### src/rtl/cache_arb_pkg.sv
// Shared types and sizing for the cache/memory arbiter.
// Holds the build-time sizes, the arbiter state enum and the round-robin pick helper.
// Optional build macro CACHE_MEM_ARB_PERF_CNT_EN (used by the top) adds stall counters.
package cache_arb_pkg;

    localparam int unsigned NUM_REQ         = 2;
    localparam int unsigned REQ_W           = 77;
    localparam int unsigned RESP_W          = 47;
    localparam int unsigned LINE_WORDS      = 16;
    localparam int unsigned MAX_OUTSTANDING = 4;

    localparam int unsigned ID_W   = $clog2(NUM_REQ);
    localparam int unsigned PTR_W  = $clog2(MAX_OUTSTANDING);
    localparam int unsigned BEAT_W = $clog2(LINE_WORDS);

    typedef enum logic {
        IDLE = 1'b0,
        LOCK = 1'b1
    } arb_state_t;

    // First requester with req set, scanning ptr, ptr+1, ... mod NUM_REQ.
    function automatic logic [ID_W-1:0] rr_pick(input logic [NUM_REQ-1:0] req,
                                                input logic [ID_W-1:0]    ptr);
        logic [ID_W-1:0] pick;
        int              idx;
        pick = ptr;
        // Walk from the farthest offset down so the nearest one to ptr wins.
        for (int i = int'(NUM_REQ) - 1; i >= 0; i--) begin
            idx = (int'(ptr) + i) % int'(NUM_REQ);
            if (req[ID_W'(idx)]) begin
                pick = ID_W'(idx);
            end
        end
        return pick;
    endfunction

endpackage

### src/rtl/arb_id_fifo.sv
// In-order FIFO of requester IDs; one entry per accepted memory request beat.
// Ports:
//   clk, reset      clock, synchronous active-high reset (empties the FIFO)
//   push, push_id   enqueue push_id (ignored when full)
//   pop             dequeue head (ignored when empty)
//   full, empty     occupancy flags from the registered count
//   head            ID at the head of the FIFO
module arb_id_fifo
    import cache_arb_pkg::*;
(
    input  logic            clk,
    input  logic            reset,
    input  logic            push,
    input  logic [ID_W-1:0] push_id,
    input  logic            pop,
    output logic            full,
    output logic            empty,
    output logic [ID_W-1:0] head
);

    localparam int unsigned DEPTH = MAX_OUTSTANDING;

    logic [ID_W-1:0]  mem [DEPTH];
    logic [PTR_W-1:0] wr_ptr;
    logic [PTR_W-1:0] rd_ptr;
    logic [PTR_W:0]   count;
    logic             do_push;
    logic             do_pop;

    assign full    = (count == (PTR_W+1)'(DEPTH));
    assign empty   = (count == '0);
    assign head    = mem[rd_ptr];
    assign do_push = push && !full;
    assign do_pop  = pop && !empty;

    // Pointers wrap naturally because DEPTH is a power of two.
    always_ff @(posedge clk) begin
        if (reset) begin
            wr_ptr <= '0;
            rd_ptr <= '0;
            count  <= '0;
        end else begin
            if (do_push) wr_ptr <= wr_ptr + PTR_W'(1);
            if (do_pop)  rd_ptr <= rd_ptr + PTR_W'(1);
            case ({do_push, do_pop})
                2'b10:   count <= count + (PTR_W+1)'(1);
                2'b01:   count <= count - (PTR_W+1)'(1);
                default: count <= count;
            endcase
        end
    end

    // Storage needs no reset; only entries behind the pointers are ever read.
    always_ff @(posedge clk) begin
        if (do_push) begin
            mem[wr_ptr] <= push_id;
        end
    end

endmodule

### src/rtl/cache_mem_arbiter.sv
// Round-robin arbiter sharing one memory val/rdy port between NUM_REQ caches
// (port 0 = I-cache, port 1 = D-cache). A grant is held for a whole line
// transfer; responses are steered back using an in-order ID FIFO.
// Optional macro CACHE_MEM_ARB_PERF_CNT_EN adds per-requester stall counters.
// Ports:
//   clk, reset                       clock, synchronous active-high reset
//   req_val/req_rdy/req_last/req_msg per-cache request channel (msg i at [i*REQ_W +: REQ_W])
//   resp_val/resp_rdy/resp_msg       per-cache response handshake, broadcast message
//   mem_req_val/rdy/msg              request channel to memory
//   mem_resp_val/rdy/msg             response channel from memory
//   stall_cnt (macro only)           32-bit counter per requester of val && !rdy cycles
module cache_mem_arbiter
    import cache_arb_pkg::*;
(
    input  logic                     clk,
    input  logic                     reset,
    input  logic [NUM_REQ-1:0]       req_val,
    output logic [NUM_REQ-1:0]       req_rdy,
    input  logic [NUM_REQ-1:0]       req_last,
    input  logic [NUM_REQ*REQ_W-1:0] req_msg,
    output logic [NUM_REQ-1:0]       resp_val,
    input  logic [NUM_REQ-1:0]       resp_rdy,
    output logic [RESP_W-1:0]        resp_msg,
    output logic                     mem_req_val,
    input  logic                     mem_req_rdy,
    output logic [REQ_W-1:0]         mem_req_msg,
    input  logic                     mem_resp_val,
    output logic                     mem_resp_rdy,
`ifdef CACHE_MEM_ARB_PERF_CNT_EN
    output logic [NUM_REQ*32-1:0]    stall_cnt,
`endif
    input  logic [RESP_W-1:0]        mem_resp_msg
);

    arb_state_t        state;
    arb_state_t        next_state;
    logic [ID_W-1:0]   grant;
    logic [ID_W-1:0]   ptr;
    logic [BEAT_W-1:0] beat_cnt;
    logic              full;
    logic              empty;
    logic [ID_W-1:0]   head;
    logic              fire;
    logic              last_beat;
    logic              pop;

    assign fire      = req_val[grant] && req_rdy[grant];
    assign last_beat = req_last[grant] || (beat_cnt == BEAT_W'(LINE_WORDS - 1));

    // State register.
    always_ff @(posedge clk) begin
        if (reset) state <= IDLE;
        else       state <= next_state;
    end

    // Next-state logic: one arbitration cycle, then hold until the release beat.
    always_comb begin
        next_state = state;
        case (state)
            IDLE:    if (|req_val)          next_state = LOCK;
            LOCK:    if (fire && last_beat) next_state = IDLE;
            default: next_state = IDLE;
        endcase
    end

    // Request-channel outputs; forced low while reset is asserted.
    always_comb begin
        req_rdy     = '0;
        mem_req_val = 1'b0;
        if (state == LOCK && !reset) begin
            req_rdy[grant] = mem_req_rdy && !full;
            mem_req_val    = req_val[grant] && !full;
        end
    end

    // Granted requester's message slice.
    always_comb begin
        mem_req_msg = req_msg[REQ_W-1:0];
        for (int i = 0; i < int'(NUM_REQ); i++) begin
            if (grant == ID_W'(i)) mem_req_msg = req_msg[i*REQ_W +: REQ_W];
        end
    end

    // Grant, round-robin pointer and beat counter.
    always_ff @(posedge clk) begin
        if (reset) begin
            grant    <= '0;
            ptr      <= '0;
            beat_cnt <= '0;
        end else if (state == IDLE && |req_val) begin
            grant    <= rr_pick(req_val, ptr);
            beat_cnt <= '0;
        end else if (fire) begin
            beat_cnt <= beat_cnt + BEAT_W'(1);
            if (last_beat) ptr <= ID_W'((int'(grant) + 1) % int'(NUM_REQ));
        end
    end

    // Response steering: the FIFO head names the cache owning the next response.
    always_comb begin
        resp_val     = '0;
        mem_resp_rdy = 1'b0;
        if (!reset && !empty) begin
            resp_val[head] = mem_resp_val;
            mem_resp_rdy   = resp_rdy[head];
        end
    end

    assign resp_msg = mem_resp_msg;
    assign pop      = mem_resp_val && mem_resp_rdy;

    arb_id_fifo u_id_fifo (
        .clk     (clk),
        .reset   (reset),
        .push    (fire),
        .push_id (grant),
        .pop     (pop),
        .full    (full),
        .empty   (empty),
        .head    (head)
    );

`ifdef CACHE_MEM_ARB_PERF_CNT_EN
    // Cycles each requester spends waiting with a valid request.
    always_ff @(posedge clk) begin
        if (reset) begin
            stall_cnt <= '0;
        end else begin
            for (int i = 0; i < int'(NUM_REQ); i++) begin
                if (req_val[i] && !req_rdy[i]) begin
                    stall_cnt[i*32 +: 32] <= stall_cnt[i*32 +: 32] + 32'd1;
                end
            end
        end
    end
`endif

endmodule

### config.mk
export PLATFORM = sky130hd
export DESIGN_NAME = cache_mem_arbiter
export DESIGN_NICKNAME = d
export VERILOG_FILES = /design/src/rtl/cache_arb_pkg.sv /design/src/rtl/arb_id_fifo.sv /design/src/rtl/cache_mem_arbiter.sv
export SDC_FILE = /design/constraint.sdc
export NUM_CORES = 1
export LEC_CHECK = 0
export BUFFER_PORTS_ARGS = -buffer_cell sky130_fd_sc_hd__buf_2
export CAP_MARGIN = 5
export CELL_PAD_IN_SITES_DETAIL_PLACEMENT = 1
export CELL_PAD_IN_SITES_GLOBAL_PLACEMENT = 1
export CORE_AREA = 2 2 131 133
export CTS_BUF_LIST = sky130_fd_sc_hd__clkbuf_8
export DETAILED_ROUTE_END_ITERATION = 7
export DIE_AREA = 0 0 133 135
export PLACE_DENSITY = 0.68
export SLEW_MARGIN = 20
export SYNTH_ARGS = -nofsm -noshare
export SYNTH_HDL_FRONTEND = slang
export SYNTH_SLANG_ARGS = --single-unit
### constraint.sdc
create_clock -name clk -period 7.3 [get_ports clk]
set_input_delay 0.365 -clock clk [delete_from_list [all_inputs] [get_ports clk]]
set_output_delay 0.365 -clock clk [all_outputs]
set_load 0.005 [all_outputs]
* Word level (Yosys, flattened, before mapping)
Memory sizes are Yosys's and may differ from the RTL's. A register that Yosys moved wholly into a read port is not among the register bits.
Cells that the tools add are included.
W data, S select, Z words.
** Storage, ports and cells
- Bits in registers :: 14
- Input bits :: 211
- Memories kept :: 1
- Output and inout bits :: 130
- RAM bits :: 4
- Logic and storage cells :: 81
** Cells by class
- Reductions and logical operators :: 21
- $lt $le $gt $ge :: 6
- Equal/unequal tests :: 4
- Muxes and demuxes :: 31
- Bitwise logic cells :: 4
- Add/subtract/negate cells :: 7
** Memory list
- u_id_fifo.mem :: depth 4, width 1, read ports 1, clocked after Yosys merged registers in 1, write ports 1, RTL line arb_id_fifo.sv:23 : logic [ID_W-1:0] mem [DEPTH];
** Operator list (count)
- $mux W77 :: 1
- $mux W1 :: 22
- $logic_and A1 B1 Y1 :: 12
- $mux W2 :: 4
- $lt A1 B3 Y1 const B :: 2
- $pmux W3 S2 :: 1
- $add A2 B1 Y2 const B :: 2
- $add A4 B1 Y4 const B :: 1
- $and A2 B2 Y2 :: 2
- $eq A4 B4 Y1 const B :: 1
- $lt A1 B2 Y1 const B :: 2
- $reduce_or A2 Y1 :: 2
- $add A3 B1 Y3 const B :: 1
- $eq A3 B3 Y1 const B :: 1
- $logic_not A1 Y1 :: 3
- $logic_not A3 Y1 :: 1
- $reduce_and A3 Y1 :: 1
- $sub A3 B1 Y3 const B :: 1
- $add A1 B1 Y1 const B :: 2
- $demux W1 S1 :: 2
- $eq A2 B1 Y1 const B :: 1
- $eq A2 B2 Y1 const B :: 1
- $ge A1 B1 Y1 const B :: 2
- $not A1 Y1 :: 2
- other kinds (3) :: 3

* Logic depth before layout (Yosys ltp)
- Depth after elaboration :: 12
- Gate-level depth with buffers :: 10

* Cells and area by module
A second synthesis with hierarchy kept.
** Second synthesis, totals
- Cell total of the unflattened synthesis :: 238
- Area, all modules :: 2307.2 um2
** Modules (own cells, without submodules)
- cache_mem_arbiter :: cells an instance 179, instances 1, area each 1689.1 um2
- arb_id_fifo :: cells an instance 59, instances 1, area each 618.1 um2

* Worst setup path after synthesis
OpenSTA, ideal clock, no wires.
- Path type :: register to register
- Start :: register with a tool-made name
- End :: register u_id_fifo.count[2]
- Stages on the path, launching flop included :: 10
- Arrival time :: 2.329 ns
- Period minus slack after synthesis :: 2.400 ns
- Slack :: 4.900 ns
- Required time :: 7.229 ns
- Cell sequence :: dfxtp_1 > mux4_2 > mux2i_4 > nor2_1 > ha_1 > inv_1 > fa_1 > xor2_1 > or3_1 > a21oi_1
** RTL lines
- end signal: assignment :: RTL line arb_id_fifo.sv:46 : 2'b10: count <= count + (PTR_W+1)'(1);
- end signal: assignment :: RTL line arb_id_fifo.sv:47 : 2'b01: count <= count - (PTR_W+1)'(1);
- end signal: assignment :: RTL line arb_id_fifo.sv:48 : default: count <= count;
- end: declaration :: RTL line arb_id_fifo.sv:26 : logic [PTR_W:0] count;

* Worst setup path after layout
- Start :: register grant
- End :: register u_id_fifo.count[2]
** On the way
- Longest elaborated chain between the ends :: 12
- Elaborated cells on any way between the ends :: 17
- Those cells by class :: order compare: 2; eq/ne: 2; mux: 8; bitwise: 1; reduce/logical: 4
** Ends and longest elaborated chain
- start: declaration :: RTL line cache_mem_arbiter.sv:37 : logic [ID_W-1:0] grant;
- start signal: assignment :: RTL line cache_mem_arbiter.sv:91 : grant <= rr_pick(req_val, ptr);
- $lt A1 B2 Y1 (implied by the code) / $ge A1 B1 Y1 (equally long branches) :: RTL line cache_mem_arbiter.sv:71 : req_rdy[grant] = mem_req_rdy && !full;
- $logic_and A1 B1 Y1 :: RTL line cache_mem_arbiter.sv:71
- $mux W1 (implied by the code) :: RTL line cache_mem_arbiter.sv:71
- $demux W1 S1 :: RTL line cache_mem_arbiter.sv:71
- $and A2 B2 Y2 (no source line)
- $mux W2 :: RTL line cache_mem_arbiter.sv:70 : if (state == LOCK && !reset) begin
- $mux W1 (implied by the code) (2 in a row) :: RTL line cache_mem_arbiter.sv:47 : assign fire = req_val[grant] && req_rdy[grant];
- $logic_and A1 B1 Y1 (*) :: RTL line cache_mem_arbiter.sv:47
- $logic_and A1 B1 Y1 (*) :: RTL line arb_id_fifo.sv:33 : assign do_push = push && !full;
- $eq A2 B1 Y1 / $eq A2 B2 Y1 (equally long branches) :: RTL line arb_id_fifo.sv:45 : case ({do_push, do_pop})
- $pmux W3 S2 / $reduce_bool A2 Y1 (equally long branches)
Mark *: on every way between the ends. The rest lies on a longest branch, timed or not. The select of a mux whose other input is x is not followed.
A chain may end at the register's enable or synchronous reset.

==> impl_metrics.tcl <==
set metrics [dict create \
    status "finished, final reports clean" \
    worstReg2RegEnd "u_id_fifo.count[2]$_SDFFE_PP0P_" \
    crit_required_ns 7.50 \
    p_per_area_nw_per_um2 87.7 \
    track_usage 0.129 \
    antenna_found_initial 3 \
    fin_crit_sh 0.355 \
    slowest_delay_ns 0.49 \
    drc 0 \
    fin_area_um2 3420 \
    synthFlopType "dfxtp_1" \
    r2r-start "grant$_SDFFE_PP0P_" \
    fp.dieH_um 135 \
    yosysTopAreaCellShare 0.383 \
    area_delta_synth_final_pct 50.9 \
    postCtsHoldBufs 0 \
    dieWidth_um 133 \
    io_buffers 246 \
    coreArea_um2 16400 \
    maxSlewViolCount 0 \
    rrSetupSlack_ns 4.71 \
    synth_largest_area_cell "mux2_2" \
    via_count 2382 \
    hold_end "state$_SDFF_PP0_" \
    root_buffer "clkbuf_8" \
    cp_slowest_cell "dfxtp_4" \
    end_kind "register" \
    ant_nets 0 \
    final_nets 647 \
    p_leak_nw 1.64 \
    drt_pass1_iterations 4 \
    clock_path_buffers 2 \
    synth_edf_count 4 \
    layout_common_cells "buf_2, mux2_2, dfxtp_1" \
    drt_iter0_drc 52 \
    critical_path_class "reg2reg" \
    fin_skew_ns 0.00509 \
    clkLatencyLatePin_ns 0.26 \
    cts_buffers 3 \
    start_util 0.138 \
    setup_violations 0 \
    ys_types 33 \
    critical_path.top_delay_family "simple AND/OR/NAND/NOR gates" \
    wirelength_um 12500 \
    placed_area_um2 3370 \
    worst_ep_arrival_time_ns 2.79 \
    fmax_mhz 386 \
    grt_max_degree 70 \
    synth.cell_area_um2 2270 \
    via_per_inst 3.67 \
    cts_tree "done" \
    dieArea_um2 18000 \
    cts_resized 0 \
    num_rows 47 \
    ir_worst_vdd_mv 0.0414 \
    min_period_ns 2.59 \
    crit_chain "mux2_1, and4_1, inv_4, ha_1, inv_1, fa_1, xor2_1, or3_1, a21oi_1" \
    async_reset_ff_frac 0 \
    path_max_fanout 19 \
    synth_nets 453 \
    ys_top_cells_by_area "mux2_2, buf_4, dfxtp_1, edfxtp_1, ha_1" \
    dp_hpwl_um 11500 \
    postSynthAreaPerCell_um2 9.64 \
    synthCells 235 \
    ys_seq_elements 20 \
    layout-drive-gt1-share 0.776 \
    grt_pass1_vias 2520 \
    grt_setup_unrepaired "no" \
    hold_path.class "in2reg" \
    worstHoldStart "req_val[0]" \
    worstHoldPathCells 3 \
    grt_pass1_wl_um 16900 \
    final_common_cell "buf_2" \
    hold_ws_ns 0.400 \
    place_congestion 0.708 \
    cp-start-kind "register" \
    post_cts_buffers 0 \
    yosys_warnings 0 \
    max-slew-margin-rel 0.435 \
    r2r_cells 9 \
    clk_pin_slew_ns 0.08 \
    htree_levels 1 \
    ioPinCount 341 \
    tightestPinTransition_ns 0.848 \
    fin_setup_tns_ns 0 \
    cts_sinks 20 \
    drv_cap 0 \
    wl_per_cell_um 19.3 \
    cp.buffers_inverters 2 \
    finalHoldViolations 0 \
    yosysSeqAreaShare 0.194 \
    overflow 0 \
]
[state kept, by name, summed over array words and instances, names as in the netlist, named ones only]
register	cells
beat_cnt	4
grant	1
ptr	1
state	1
u_id_fifo.count	3
u_id_fifo.mem	4
u_id_fifo.rd_ptr	2
u_id_fifo.wr_ptr	2
[synthesized netlist by cell type (all sizes together), types with 3 or more instances]
library cell  count
ha                6
mux2             78
edfxtp            4
and2              4
or3               5
buf              56
nor2             13
inv              10
dfxtp            16
a21oi             8
nand3             4
mux2i             5
nand2             3
o21ai             4
[area by class of cell]
class | instances | area, um^2
flip-flops and latches | 20 | 444
diodes | 1 | 2.50
clock buffers | 3 | 41.3
well taps | 220 | 275
inverters | 10 | 40.0
clock inverters | 1 | 3.75
fillers | 2020 | 13000
repair buffers | 247 | 1240
multi-input cells | 147 | 1370
[cells by family (layout without fill, tap and decap cells)]
kind of cell	count (synthesis)	after routing	share of synthesized area
other	0	1	0
muxes	84	84	0.425
buffers and inverters	68	261	0.199
AOI/OAI and AO/OA	16	16	0.0431
and+or+nand+nor	36	36	0.0806
DFF	20	20	0.194
xor gates and xnor gates	4	4	0.0155
adders and majority gates	7	7	0.0420
[metrics by stage]
stage	power, mW	setup WS, ns	cells	util
after floorplan	0.176	4.90	235	-
after global placement	0.230	4.74	644	0.206
after detailed placement	0.231	4.71	644	0.206
after CTS	0.306	4.69	648	0.208
after global routing	0.321	4.53	649	0.208
final	0.300	4.71	649	0.208
[report_power, final]
group          leakage (nW)  switching (mW)  internal, mW
Combinational          1.44          0.0434        0.0680
Sequential            0.175         0.00130         0.113
Clock                0.0269          0.0367        0.0374
Total                  1.64          0.0814         0.219
[tightest hold or removal path: cells and delay by family]
family,cells,cell delay [ns]
buf+inv,1,0.09
simple gates,2,0.15
[worst max-delay path by stage]
stage	slack, ns	cells after the start	endpoint	from
3_3_place_gp	4.74	9	u_id_fifo.count[2]$_SDFFE_PP0P_	grant$_SDFFE_PP0P_
5_1_grt	4.53	9	u_id_fifo.count[2]$_SDFFE_PP0P_	grant$_SDFFE_PP0P_
3_5_place_dp	4.71	9	u_id_fifo.count[2]$_SDFFE_PP0P_	grant$_SDFFE_PP0P_
6_report	4.71	9	u_id_fifo.count[2]$_SDFFE_PP0P_	grant$_SDFFE_PP0P_
2_1_floorplan	4.90	9	u_id_fifo.count[2]$_SDFFE_PP0P_	register
4_1_cts	4.69	9	u_id_fifo.count[2]$_SDFFE_PP0P_	grant$_SDFFE_PP0P_
[per-layer routing]
layer	track usage	routed length, um	up-vias
met4	0.0239	97	0
met5	0	0	-
met1	0.141	4550	1091
met3	0.0860	1930	7
met2	0.211	5950	127
li1	-	-	1157
Power figures use the tool's default switching activity.
